`config.mk`:
```
export PLATFORM = sky130hd
export DESIGN_NAME = seg7_scan_driver_flat
export DESIGN_NICKNAME = d
export VERILOG_FILES = /design/src/rtl/seg7_pkg.sv /design/src/rtl/seg7_scan_driver_if.sv /design/src/rtl/hex7seg_dec.sv /design/src/rtl/seg7_scan_driver.sv /design/src/flat_wrapper.sv
export SDC_FILE = /design/constraint.sdc
export NUM_CORES = 1
export LEC_CHECK = 0
export ABC_AREA = 1
export BUFFER_PORTS_ARGS = -buffer_cell sky130_fd_sc_hd__buf_2
export CAP_MARGIN = 20
export CORE_MARGIN = 3
export CORE_UTILIZATION = 28
export CTS_BUF_LIST = sky130_fd_sc_hd__clkbuf_4 sky130_fd_sc_hd__clkbuf_8 sky130_fd_sc_hd__clkbuf_16
export DETAILED_ROUTE_END_ITERATION = 8
export REMOVE_ABC_BUFFERS = 1
export SLEW_MARGIN = 10
export SYNTH_ARGS = -nofsm -noshare
export SYNTH_HDL_FRONTEND = slang
export SYNTH_SLANG_ARGS = --single-unit
```
`constraint.sdc`:
```
create_clock -name clkt -period 2.67 [get_ports clkt]
set_input_delay 0.1335 -clock clkt [delete_from_list [all_inputs] [get_ports clkt]]
set_output_delay 0.1335 -clock clkt [all_outputs]
set_load 0.02 [all_outputs]
```
`src/rtl/seg7_pkg.sv`:
```
// Shared constants, digit-index type and active-low segment table for the
// eight-digit seven-segment scan driver.
package seg7_pkg;

   localparam int unsigned NUM_DIGITS = 8;
   localparam int unsigned NIB_W      = 4;
   localparam int unsigned DATA_W     = NUM_DIGITS * NIB_W;
   localparam int unsigned SEG_W      = 7;
   localparam int unsigned IDX_W      = 3;

   localparam logic [SEG_W-1:0] SEG_BLANK = 7'h7F;

   typedef logic [IDX_W-1:0] digit_idx_t;

   // {g,f,e,d,c,b,a}, active-low, indexed by hex nibble
   localparam logic [SEG_W-1:0] SEG_TABLE [16] = '{
      7'b1000000, 7'b1111001, 7'b0100100, 7'b0110000,
      7'b0011001, 7'b0010010, 7'b0000010, 7'b1111000,
      7'b0000000, 7'b0010000, 7'b0001000, 7'b0000011,
      7'b1000110, 7'b0100001, 7'b0000110, 7'b0001110
   };

   function automatic logic [SEG_W-1:0] seg_lookup(input logic [NIB_W-1:0] nib);
      return SEG_TABLE[nib];
   endfunction

endpackage

```
`src/rtl/seg7_scan_driver_if.sv`:
```
// Data/strobe inputs and display outputs of the scan driver.
// master = upstream datapath side, slave = the driver itself.
interface seg7_scan_driver_if;
   import seg7_pkg::*;

   logic [DATA_W-1:0]     data_in;
   logic [NUM_DIGITS-1:0] dp_in;
   logic [NUM_DIGITS-1:0] digit_en;
   logic                  load;
   logic [SEG_W-1:0]      Cnode;
   logic                  dp;
   logic [NUM_DIGITS-1:0] AN;
   logic                  frame_done;

   modport master (
      output data_in, dp_in, digit_en, load,
      input  Cnode, dp, AN, frame_done
   );

   modport slave (
      input  data_in, dp_in, digit_en, load,
      output Cnode, dp, AN, frame_done
   );

endinterface

```
`src/rtl/hex7seg_dec.sv`:
```
// Combinational hex nibble to active-low {g..a} segment decoder.
module hex7seg_dec
   import seg7_pkg::*;
(
   input  logic [NIB_W-1:0] i_nibble,
   output logic [SEG_W-1:0] o_seg_c
);

   assign o_seg_c = seg_lookup(i_nibble);

endmodule

```
`src/rtl/seg7_scan_driver.sv`:
```
// Eight-digit multiplexed common-anode seven-segment scan driver with a
// double-buffered display value. Optional feature: SEG7_LEADING_ZERO_BLANK_EN.
module seg7_scan_driver
   import seg7_pkg::*;
#(
   parameter int unsigned REFRESH_DIV = 100000
)(
   input  logic                clkt,
   input  logic                rst,
   seg7_scan_driver_if.slave   io_bus
);

   localparam int unsigned PRESC_W = $clog2(REFRESH_DIV);

   logic [PRESC_W-1:0]    r_presc;
   digit_idx_t            r_idx;
   logic                  r_run;
   logic [DATA_W-1:0]     r_shown;
   logic [DATA_W-1:0]     r_pending;
   logic                  r_pend;
   logic [NUM_DIGITS-1:0] r_an;
   logic [SEG_W-1:0]      r_seg;
   logic                  r_dp;
   logic                  r_frame_done;

   logic                  w_tick;
   logic                  w_wrap;
   logic [NIB_W-1:0]      w_nibble;
   logic [SEG_W-1:0]      w_seg;
   logic                  w_lit;
   logic                  w_lz_blank;
   logic [NUM_DIGITS-1:0] w_an_lit;

   assign w_tick   = (r_presc == PRESC_W'(REFRESH_DIV - 1));
   assign w_wrap   = w_tick && (r_idx == digit_idx_t'(NUM_DIGITS - 1));
   assign w_nibble = r_shown[{r_idx, 2'b00} +: NIB_W];
   assign w_lit    = r_run && io_bus.digit_en[r_idx];
   assign w_an_lit = ~(NUM_DIGITS'(1) << r_idx);

   hex7seg_dec u_dec (
      .i_nibble (w_nibble),
      .o_seg_c  (w_seg)
   );

`ifdef SEG7_LEADING_ZERO_BLANK_EN
   digit_idx_t w_msnz;

   // Highest nonzero nibble; an all-zero value reports 0 so digit 0 stays lit
   always_comb begin
      w_msnz = '0;
      for (int unsigned k = 0; k < NUM_DIGITS; k++) begin
         if (r_shown[k*NIB_W +: NIB_W] != '0) w_msnz = digit_idx_t'(k);
      end
   end

   assign w_lz_blank = (r_idx > w_msnz);
`else
   assign w_lz_blank = 1'b0;
`endif

   // Prescaler, digit index and first-tick run flag
   always_ff @(posedge clkt or posedge rst) begin
      if (rst) begin
         r_presc <= '0;
         r_idx   <= digit_idx_t'(NUM_DIGITS - 1);
         r_run   <= 1'b0;
      end else begin
         r_presc <= w_tick ? '0 : r_presc + PRESC_W'(1);
         if (w_tick) begin
            r_idx <= r_idx + digit_idx_t'(1);
            r_run <= 1'b1;
         end
      end
   end

   // Pending/shown double buffer; shown only changes at a frame boundary
   always_ff @(posedge clkt or posedge rst) begin
      if (rst) begin
         r_pending <= '0;
         r_pend    <= 1'b0;
         r_shown   <= '0;
      end else begin
         if (io_bus.load) r_pending <= io_bus.data_in;
         if (w_wrap) begin
            r_pend <= 1'b0;
            if (io_bus.load)  r_shown <= io_bus.data_in;
            else if (r_pend)  r_shown <= r_pending;
         end else if (io_bus.load) begin
            r_pend <= 1'b1;
         end
      end
   end

   // Registered display outputs; blank until the first tick has happened
   always_ff @(posedge clkt or posedge rst) begin
      if (rst) begin
         r_an         <= '1;
         r_seg        <= SEG_BLANK;
         r_dp         <= 1'b1;
         r_frame_done <= 1'b0;
      end else begin
         r_frame_done <= w_wrap;
         if (w_lit) begin
            r_an  <= w_an_lit;
            r_seg <= w_lz_blank ? SEG_BLANK : w_seg;
            r_dp  <= ~io_bus.dp_in[r_idx];
         end else begin
            r_an  <= '1;
            r_seg <= SEG_BLANK;
            r_dp  <= 1'b1;
         end
      end
   end

   assign io_bus.AN         = r_an;
   assign io_bus.Cnode      = r_seg;
   assign io_bus.dp         = r_dp;
   assign io_bus.frame_done = r_frame_done;

endmodule
```
`src/flat_wrapper.sv`:
```
// flat-port wrapper written by rule: the top's interface ports become plain ports
module seg7_scan_driver_flat import seg7_pkg::*;
#(
   parameter int unsigned REFRESH_DIV = 100000
)
  (clkt, rst, io_bus_data_in, io_bus_dp_in, io_bus_digit_en, io_bus_load, io_bus_Cnode, io_bus_dp, io_bus_AN, io_bus_frame_done);
  seg7_scan_driver_if io_bus_i ();
  input  logic clkt;
  input  logic rst;
  input wire logic [$bits(io_bus_i.data_in)-1:0] io_bus_data_in;
  input wire logic [$bits(io_bus_i.dp_in)-1:0] io_bus_dp_in;
  input wire logic [$bits(io_bus_i.digit_en)-1:0] io_bus_digit_en;
  input wire logic [$bits(io_bus_i.load)-1:0] io_bus_load;
  output wire logic [$bits(io_bus_i.Cnode)-1:0] io_bus_Cnode;
  output wire logic [$bits(io_bus_i.dp)-1:0] io_bus_dp;
  output wire logic [$bits(io_bus_i.AN)-1:0] io_bus_AN;
  output wire logic [$bits(io_bus_i.frame_done)-1:0] io_bus_frame_done;
  assign io_bus_i.data_in = io_bus_data_in;
  assign io_bus_i.dp_in = io_bus_dp_in;
  assign io_bus_i.digit_en = io_bus_digit_en;
  assign io_bus_i.load = io_bus_load;
  assign io_bus_Cnode = io_bus_i.Cnode;
  assign io_bus_dp = io_bus_i.dp;
  assign io_bus_AN = io_bus_i.AN;
  assign io_bus_frame_done = io_bus_i.frame_done;
  seg7_scan_driver #(.REFRESH_DIV(REFRESH_DIV)) u_core (.clkt(clkt), .rst(rst), .io_bus(io_bus_i));
endmodule
```
== Word level (Yosys, flattened, before mapping) ==
Memory sizes are Yosys's and may differ from the RTL's.
Index checks and enable logic that the tools add are counted.

* Memories: 1
* Output and inout bits: 17
* Register bits after elaboration: 103
* Bits in read-only memories: 112

* Reductions and logical operators: 5
* Multiplexer cells: 14
* $add $sub $neg: 2
* Equal/unequal tests: 2
* $lt $le $gt $ge: 2
* Shift operators: 2
* Bitwise gates (word level): 3

{| class="wikitable"
|+ Memory list
! memory !! depth !! bits a word !! read ports !! clocked after memory_dff !! wr ports !! line !! RTL
|-
| (no name shown) || 16 || 7 || 1 || 0 || 0 || seg7_pkg.sv:24 || <nowiki>return SEG_TABLE[nib];</nowiki>
|}

{| class="wikitable"
|+ Operators with widths
! kind !! count
|-
| 2-to-1 mux 32 bit || 2
|-
| variable part select 32 x 6 -> 4 bit || 1
|-
| 2-to-1 mux 7 bit || 3
|-
| adder 17 x 1 -> 17 bit, second input constant || 1
|-
| equality test 17 bit, second input constant || 1
|-
| 2-to-1 mux 17 bit || 1
|-
| 2-to-1 mux 8 bit || 1
|-
| NOT 8 bit || 1
|-
| << shifter 1 x 3 -> 8 bit, first input constant || 1
|-
| binary-select mux 1 bit (select 3 bit) || 2
|-
| greater-or-equal comparator 5 bit, second input constant || 1
|-
| 2-to-1 mux 1 bit || 5
|-
| NOT 4 -> 5 bit || 1
|-
| < comparator 3 x 4 -> 1 bit, second input constant || 1
|-
| nonzero test 2 bit || 2
|-
| adder 3 x 1 -> 3 bit, second input constant || 1
|-
| equality test 3 bit, second input constant || 1
|-
| logical AND 1 bit || 2
|-
| AND reduction 2 bit || 1
|-
| NOT 1 bit || 1
|}

== Logic depth before layout (Yosys ltp) ==
Gate-level depths: netlist of the first run.

* Depth after elaboration: 6
* Gate-level depth with buffers: 14
* Depth with buffers taken out: 12

== Hierarchy ==
Synthesis of the first run repeated with hierarchy kept, for this count alone.

* Cells, all modules: 629
* Area total of the unflattened synthesis: 5086.1 sq um

{| class="wikitable"
|+ Modules (own cells, without submodules)
! module !! cells an instance !! sequential area each (sq um) !! area each (sq um) !! instances
|-
| seg7_scan_driver || 580 || 2601.2 || 4812.1 || 1
|-
| hex7seg_dec || 49 || 0.0 || 274.0 || 1
|}

== Least setup slack after synthesis of the first run ==
OpenSTA, ideal clock, no wires.

* Kind: reg2reg
* Start: register u_core.r_idx[0]
* End: register u_core.r_seg[6] (netlist: u_core.io_bus.Cnode[6])
* Setup time: 0.089 ns
* Period minus slack after synthesis: 1.849 ns
* Cell stages (with the launch flop): 13
* Arrival time: 1.760 ns
* Required time: 2.581 ns
* Slack: 0.821 ns
* Cell sequence: dfstp_2 > buf_4 > buf_2 > nand2_1 > nand3_1 > nand3_1 > nand2_1 > inv_1 > ha_1 > nand3_1 > nand2_1 > nand2_1 > nand3_1

* Cells in the longest elaborated chain, start to end: 6
* Elaborated cells on any way between the ends: 9
* Classes of those cells: shift (1); mux (5); bitwise (1); reduce/logical (1); memory (1)

{| class="wikitable"
|+ RTL lines
! item !! line !! RTL
|-
| from (decl) || seg7_scan_driver.sv:16 || <nowiki>digit_idx_t r_idx;</nowiki>
|-
| from (signal assigned) || seg7_scan_driver.sv:65 || <nowiki>r_idx <= digit_idx_t'(NUM_DIGITS - 1);</nowiki>
|-
| from (signal assigned) || seg7_scan_driver.sv:70 || <nowiki>r_idx <= r_idx + digit_idx_t'(1);</nowiki>
|-
| variable part select 32 x 6 -> 4 bit || seg7_scan_driver.sv:36 || <nowiki>assign w_nibble = r_shown[{r_idx, 2'b00} +: NIB_W];</nowiki>
|-
| NOT 4 -> 5 bit (not written as such) || seg7_pkg.sv:24 ||
|-
| memory read (16 x 7 bit) || - ||
|-
| 2-to-1 mux 7 bit (not written as such) (2 in a row) || seg7_pkg.sv:24 ||
|-
| 2-to-1 mux 7 bit * || seg7_scan_driver.sv:103 || <nowiki>if (w_lit) begin</nowiki>
|-
| to (signal assigned) || seg7_scan_driver.sv:105 || <nowiki>r_seg <= w_lz_blank ? SEG_BLANK : w_seg;</nowiki>
|-
| to (decl) || seg7_scan_driver.sv:22 || <nowiki>logic [SEG_W-1:0] r_seg;</nowiki>
|}

Every way passes the cells marked *; elsewhere a longest branch is shown, timed or not. The select of a mux whose other input is x is not followed.
A chain may end at the register's enable or synchronous reset.

== Final worst setup path of the first run ==
* Start: register u_core.r_idx[0]
* End: register u_core.r_seg[5] (netlist: u_core.io_bus.Cnode[5])

Same word-level chain as after synthesis.

==> out/qor.yml, run 1 <==
run_status:
  status: "finished, final reports clean"
worst_setup_path:
  worstSetupEndpoint: "u_core.io_bus.Cnode[5]$_DFF_PP1_"
  cp.arrival_ns: 2.41
  timing.rr.end: "u_core.io_bus.Cnode[5]$_DFF_PP1_"
  worstSetupStartpointType: "flip-flop"
  cp_data_required_time_ns: 2.92
  criticalPathCategory: "reg -> reg"
  crit_start: "u_core.r_idx[0]$_DFFE_PP1N_"
  ff2ff_path_depth: 11
  crit_fanout: 15
  reg2reg_slack_ns: 0.51
  endpoint_kind: "flip-flop"
  rr_startpoint: "u_core.r_idx[0]$_DFFE_PP1N_"
sta:
  drv_slew: 0
  setup-violations-final: 0
  grt_setup_unrepaired: "false"
  clock_skew_ns: 0.0112
  hold_viol_final: 0
  fmax_mhz: 463
  timing.final.ws_setup_ns: 0.510
  max_slew_margin_pct: 55.5
  fin_hold_ws_ns: 0.0130
  period_needed_ns: 2.16
  fin_setup_tns_ns: 0
  fin_crit_sh_pct: 80.9
  tightest_slew_ns: 0.667
global_routing:
  grt.overflow.total: 0
  grt_use_met2_pct: 18.3
  grt_max_degree: 52
  grtUsageMet1_pct: 15.4
  busiest_layer: "met2"
  grt_pass1_vias: 3838
  antenna_found_initial: 2
  use_met3_pct: 4.10
  grt_pass1_wl_mm: 18.8
  grt_usage_pct: 11.8
layout:
  n_antenna_cell: 0
  nets: 717
  final_area_mm2: 0.00592
  stdcell_count: 883
  drive_gt1_share_pct: 26.4
  fill_cells: 1834
  synthToLayoutAreaGrowth_pct: 17.3
power_and_ir_drop:
  seq_power_share_pct: 50.5
  p_clk_share_pct: 44.4
  power.density_mw_per_mm2: 539
  vdd_ir_drop_max_v: 0.000289
  power.switching_uw: 690
  internal-power_uw: 2500
  p_sw_share_pct: 21.6
  leakage_uw: 0.00296
  combPwrFrac_pct: 5.1
synth:
  synth_ff_type: "dfrtp_1"
  synth_cell_types: 31
  synth-async-reset-ratio_pct: 100
  synth_area_leader_cell: "dfrtp_1"
  ys_seq_area_share_pct: 51.5
  ys_ff_latch: 103
  syn_area_mm2: 0.00505
  synth_top_area_share_pct: 41.6
  synth-edff-count: 0
  syn_avg_cell_area_um2: 8.56
  ys.warnings.count: 0
  syn_inst: 590
  yosys-top-cells-area: "dfrtp_1 42%, nand2_1 14%, dfstp_2 9.9%, nand3_1 5.8%, a21oi_2 5.0%"
place:
  io_buffers: 67
  dpl_cell_area_mm2: 0.00559
  post-dp-hpwl_mm: 7.95
  dp_worst_setup_slack_ns: 0.522
  dpl.cell_count: 866
  place_congestion: 0.779
clock_tree:
  numCtsBuffers: 9
  cts_root_buf: "clkbuf_16"
  clkTransAtPathRegs_ns: 0.07
  clockBufferDepth: 2
  clock_latency_ns: 0.35
  cts_tree: "yes"
  cts.htree.levels: 3
  cts_sinks: 103
  post_cts_buffers: 0
flow_run:
  timing.max_cap.violations: 0
floorplan:
  ios: 68
  initial_core_util_pct: 28.9
  die-height_um: 140
  core-area_mm2: 0.0175
  die_w_um: 140
  fp-row-count: 48
  design.die.area_mm2: 0.0197
hold_path:
  hold_path.class: "in -> reg"
detailed_routing:
  antenna_left: 0
  drt-pass1-iter-count: 4
  drc: 0
  drtIter0Drc: 202
  vias: 3785
  drt_wl_total_mm: 10.9
  vias_per_cell: 4.29
  drt-wirelength-per-cell_um: 12.4
per-layer routing:
metal / routed length [um] / part of all wire (%)
met1: 5140 / 47
met2: 4980 / 46
met3: 589 / 5.4
met4: 173 / 1.6
met5: 27 / 0.25
registers in the layout, summed over array words and instances (netlist names):
name,cells
u_core.r_presc,17
u_core.io_bus.AN,8
u_core.io_bus.frame_done,1
u_core.r_run,1
u_core.io_bus.Cnode,7
u_core.r_pending,32
u_core.io_bus.dp,1
u_core.r_pend,1
u_core.r_idx,3
u_core.r_shown,32
kinds of logic after synthesis:
family,synth area share [%]
xor gates and xnor gates,1.21
AOI/OAI and AO/OA,7.71
adders and majority gates,3.22
DFF,51.5
buffers and inverters,8.13
and+or+nand+nor,28.2
Yosys cell counts, types with 3 or more instances:
cell type / n
xor2_1: 7
nand2_1: 195
buf_6: 7
clkbuf_1: 8
inv_2: 3
nand3_1: 59
nor2_2: 19
a21oi_1: 7
dfrtp_1: 84
buf_2: 5
dfstp_2: 19
buf_4: 4
ha_1: 13
o21ai_0: 10
nor2_4: 3
nand4_1: 3
nor2_1: 36
nand2_2: 3
a21oi_2: 29
inv_1: 60
worst min path at each step:
stage                            startpoint                               end  cells past startpoint
after global placement                  rst  u_core.r_pending[15]$_DFFE_PP0P_                      2
after global routing      io_bus_data_in[7]   u_core.r_pending[7]$_DFFE_PP0P_                      3
final                     io_bus_data_in[7]   u_core.r_pending[7]$_DFFE_PP0P_                      3
after floorplan                 io_bus_load  u_core.r_pending[17]$_DFFE_PP0P_                      2
after detailed placement                rst  u_core.r_pending[31]$_DFFE_PP0P_                      2
after CTS                 io_bus_data_in[7]   u_core.r_pending[7]$_DFFE_PP0P_                      3
placed cells by master, fill, tap and decap left out, drive strengths merged:
cell,instances
xor2,7
nor2,59
a32o,2
nand3,59
a21oi,36
nor3,2
o211ai,2
buf,75
o21bai,1
o21ai,10
or2,2
nor4,1
dlygate4sd3,1
clkbuf,10
clkinv,5
bufinv,2
inv,64
dfrtp,84
dfstp,19
nand2,200
ha,13
nand4,3
o21a,1
layout make-up:
class	count	area [um^2]	share of cell area, %
clock buffer	10	239	4.04
clock inverter	6	83.8	1.42
timing repair buffer	76	430	7.27
multi-input combinational	398	2040	34.4
sequential	103	2600	43.9
tap	225	282	4.75
inverter	65	249	4.20
per-stage QoR:
stage | power (uW) | util (%)
6_report | 3190 | 33.9
5_1_grt | 3340 | 33.9
4_1_cts | 3240 | 33.9
3_5_place_dp | 1810 | 32.0
3_3_place_gp | 1810 | 32.0
2_1_floorplan | 1720 | -
worst max-delay path: stages (launching register included):
cell,delay [ns]
dfstp_2,0.70
buf_4,0.26
nand2_1,0.07
nand3_1,0.08
nand3_1,0.07
nand2_1,0.19
inv_1,0.11
ha_1,0.22
nand3_1,0.12
nand2_1,0.07
nand2_1,0.07
nand3_1,0.08
power by group through the flow:
| stage | combinational [uW] | clock [uW] | sequential [uW] |
|---|---|---|---|
| 3_5_place_dp | 166 | 0 | 1640 |
| 2_1_floorplan | 83.6 | 0 | 1640 |
| 5_1_grt | 188 | 1530 | 1620 |
| 3_3_place_gp | 166 | 0 | 1640 |
| 4_1_cts | 168 | 1450 | 1610 |
| 6_report | 162 | 1420 | 1610 |
timing repair:
action | 4_1_cts | 5_1_grt
hold buffers | 1 | 0
endpoints found under the hold margin | 38 | 0
resized for setup | 0 | 0
(Power assumes the default switching activity.)
==> inputs of run 2 (changes only) <==
clock period = 1.8 ns   (was 2.67 ns; I/O delays follow)
==> run 2 against run 1 <==
  * Critical path type unchanged
  * Highest routed layer is now met4
  * Total power increased by 50%
  * Setup slack got worse by 0.47 ns
  * Cell count increased by 6.1%
  * Sequential share of layout area decreased by 4.0 points
  * Clock skew decreased by 0.0026 ns
  * Critical path depth unchanged
  * Utilization increased by 3.4 points
  * Count of clock-buffer cells in the layout increased by 1
==> out/qor.yml, run 2 (synthesis gave the netlist of run 1 again) <==
run_status:
  status: "finished, final reports clean"  # unchanged
place:
  post-dp-hpwl_mm: 8.39  # was 7.95 mm
  io_buffers: 67  # unchanged
  dpl_cell_area_mm2: 0.00581  # was 0.00559 mm^2
  dp_worst_setup_slack_ns: -0.0586  # was 0.522 ns
  place_congestion: 0.874  # was 0.779
worst_setup_path:
  cp.arrival_ns: 2.04  # was 2.41 ns
  criticalPathCategory: "reg -> reg"  # unchanged
  reg2reg_slack_ns: 0.04  # was 0.51 ns
  rr_startpoint: "u_core.r_idx[0]$_DFFE_PP1N_"  # unchanged
  worstSetupEndpoint: "u_core.io_bus.Cnode[5]$_DFF_PP1_"  # unchanged
  crit_fanout: 7  # was 15
  crit_start: "u_core.r_idx[0]$_DFFE_PP1N_"  # unchanged
  ff2ff_path_depth: 11  # unchanged
  worstSetupStartpointType: "flip-flop"  # unchanged
  timing.rr.end: "u_core.io_bus.Cnode[5]$_DFF_PP1_"  # unchanged
  cp_data_required_time_ns: 2.07  # was 2.92 ns
  endpoint_kind: "flip-flop"  # unchanged
power_and_ir_drop:
  leakage_uw: 0.00323  # was 0.00296 uW
  vdd_ir_drop_max_v: 0.000437  # was 0.000289 V
  power.density_mw_per_mm2: 737  # was 539 mW/mm^2
layout:
  top_regs: "u_core.r_pending (32), u_core.r_shown (32), u_core.r_presc (17)"  # unchanged
  final_common_cell: "nand2_1"  # unchanged
  fill_cells: 1769  # was 1834
  synthToLayoutAreaGrowth_pct: 28.9  # was 17.3%
  seq_area_mm2: 0.00260  # unchanged
  final_core_util_pct: 37.2  # was 33.9%
  drive_gt1_share_pct: 30.8  # was 26.4%
  n_antenna_cell: 0  # unchanged
  nets: 771  # was 717
  final_cell_mix: "191 x nand2_1, 84 x dfrtp_1, 67 x buf_2, 57 x inv_1, 57 x nand3_1"  # was 195 x nand2_1, 84 x dfrtp_1, 67 x buf_2, 59 x inv_1, 59 x nand3_1
  final_area_mm2: 0.00651  # was 0.00592 mm^2
  multi_input_area_mm2: 0.00209  # was 0.00204 mm^2
clock_tree:
  clkTransAtPathRegs_ns: 0.07  # about the same
  clockBufferDepth: 2  # unchanged
  clock_latency_ns: 0.35  # about the same
  cts_root_buf: "clkbuf_16"  # unchanged
  cts_tree: "yes"  # unchanged
  numCtsBuffers: 9  # unchanged
  cts.htree.levels: 3  # unchanged
  cts_sinks: 103  # unchanged
detailed_routing:
  vias: 4028  # was 3785
  drt-pass1-iter-count: 4  # unchanged
  drt_wl_total_mm: 11.4  # was 10.9 mm
  antenna_left: 0  # unchanged
  vias_per_cell: 4.30  # was 4.29
  drt-wirelength-per-cell_um: 12.1  # was 12.4 um
  drc: 0  # unchanged
  drtIter0Drc: 227  # was 202
sta:
  max_slew_margin_pct: 64.7  # was 55.5%
  grt_setup_unrepaired: "true"  # was false
  fmax_mhz: 567  # was 463 MHz
  period_needed_ns: 1.76  # was 2.16 ns
  drv_slew: 0  # unchanged
  hold_viol_final: 0  # unchanged
  tightest_slew_ns: 0.529  # was 0.667 ns
  fin_hold_ws_ns: 0.000542  # was 0.0130 ns
  clock_skew_ns: 0.00864  # was 0.0112 ns
  setup-violations-final: 0  # unchanged
  fin_crit_sh_pct: 97.9  # was 80.9%
  timing.final.ws_setup_ns: 0.0374  # was 0.510 ns
  fin_setup_tns_ns: 0  # unchanged
global_routing:
  grt.overflow.total: 0  # unchanged
  grt_max_degree: 40  # was 52
  grt_pass1_wl_mm: 19.3  # was 18.8 mm
  grt_usage_pct: 12.0  # was 11.8%
  grt_pass1_vias: 4013  # was 3838
  antenna_found_initial: 0  # was 2
hold_path:
  hold_path.class: "in -> reg"  # unchanged
  min_path_cells: 3  # unchanged
floorplan:
  ios: 68  # unchanged
  die_w_um: 140  # unchanged
  initial_core_util_pct: 28.9  # unchanged
  design.die.area_mm2: 0.0197  # unchanged
  core-area_mm2: 0.0175  # unchanged
  die-height_um: 140  # unchanged
  fp-row-count: 48  # unchanged
flow_run:
  timing.max_cap.violations: 0  # unchanged
==> run 2: power breakdown <==
part           switching [uW]  internal, uW
clock                     851          1270
combinational             158           120
sequential               16.2          2380
total                    1030          3770
==> run 2: how the worst min path moves through the flow <==
| stage | slack (ns) | start | to |
|---|---|---|---|
| finish | 0.0005 | io_bus_data_in[27] | u_core.r_pending[27]$_DFFE_PP0P_ |
| CTS | 0.0006 | io_bus_data_in[16] | u_core.r_pending[16]$_DFFE_PP0P_ |
| detailed placement | 0.18 | rst | u_core.r_shown[13]$_DFFE_PP0P_ |
| global placement | 0.18 | rst | u_core.r_shown[27]$_DFFE_PP0P_ |
| floorplan | 0.22 | io_bus_load | u_core.r_pending[17]$_DFFE_PP0P_ |
| global route | 0.009 | io_bus_data_in[27] | u_core.r_pending[27]$_DFFE_PP0P_ |
==> run 2: what timing repair did <==
| item | in CTS | in global routing |
|---|---|---|
| cloned | 0 | 1 |
| pin swaps | 1 | 0 |
| buffers inserted | 1 | 6 |
| hold buffers | 23 | 0 |
| gates resized for setup | 4 | 16 |
| setup endpoints to repair | 5 | 39 |
| hold endpoints to repair | 49 | 0 |
==> run 2: per-stage QoR <==
| stage | cells | total power, uW |
|---|---|---|
| CTS | 930 | 4870 |
| global route | 937 | 5000 |
| global placement | 890 | 2680 |
| floorplan | 566 | 2560 |
| finish | 937 | 4800 |
| detailed placement | 890 | 2690 |
==> run 2: layout make-up <==
cell class	instances	share of cell area [%]
clock buffer	11	3.79
clock inverter	5	1.25
inverter	65	3.82
multi-input combinational	398	32.1
sequential	103	40.0
tap	225	4.32
timing repair buffer	130	14.8
==> run 2: per-layer routing <==
| layer | vias up | part of all wire [%] | global-route usage [%] |
|---|---|---|---|
| met5 | - | 0 | 0 |
| met1 | 1866 | 48 | 15.5 |
| met4 | 0 | 1.3 | 2.96 |
| met2 | 77 | 47 | 20.0 |
| met3 | 12 | 3.9 | 3.14 |
| li1 | 2073 | - | - |
==> run 2: worst max-delay path, cell delays in order (launching register included) <==
cell and delay (ns):
dfstp_2 0.63, buf_4 0.15, nand2_1 0.06, nand3_1 0.09
nand3_1 0.08, nand2_2 0.10, inv_1 0.08, ha_1 0.22
nand3_2 0.10, nand2_1 0.06, nand2_1 0.05, nand3_1 0.07
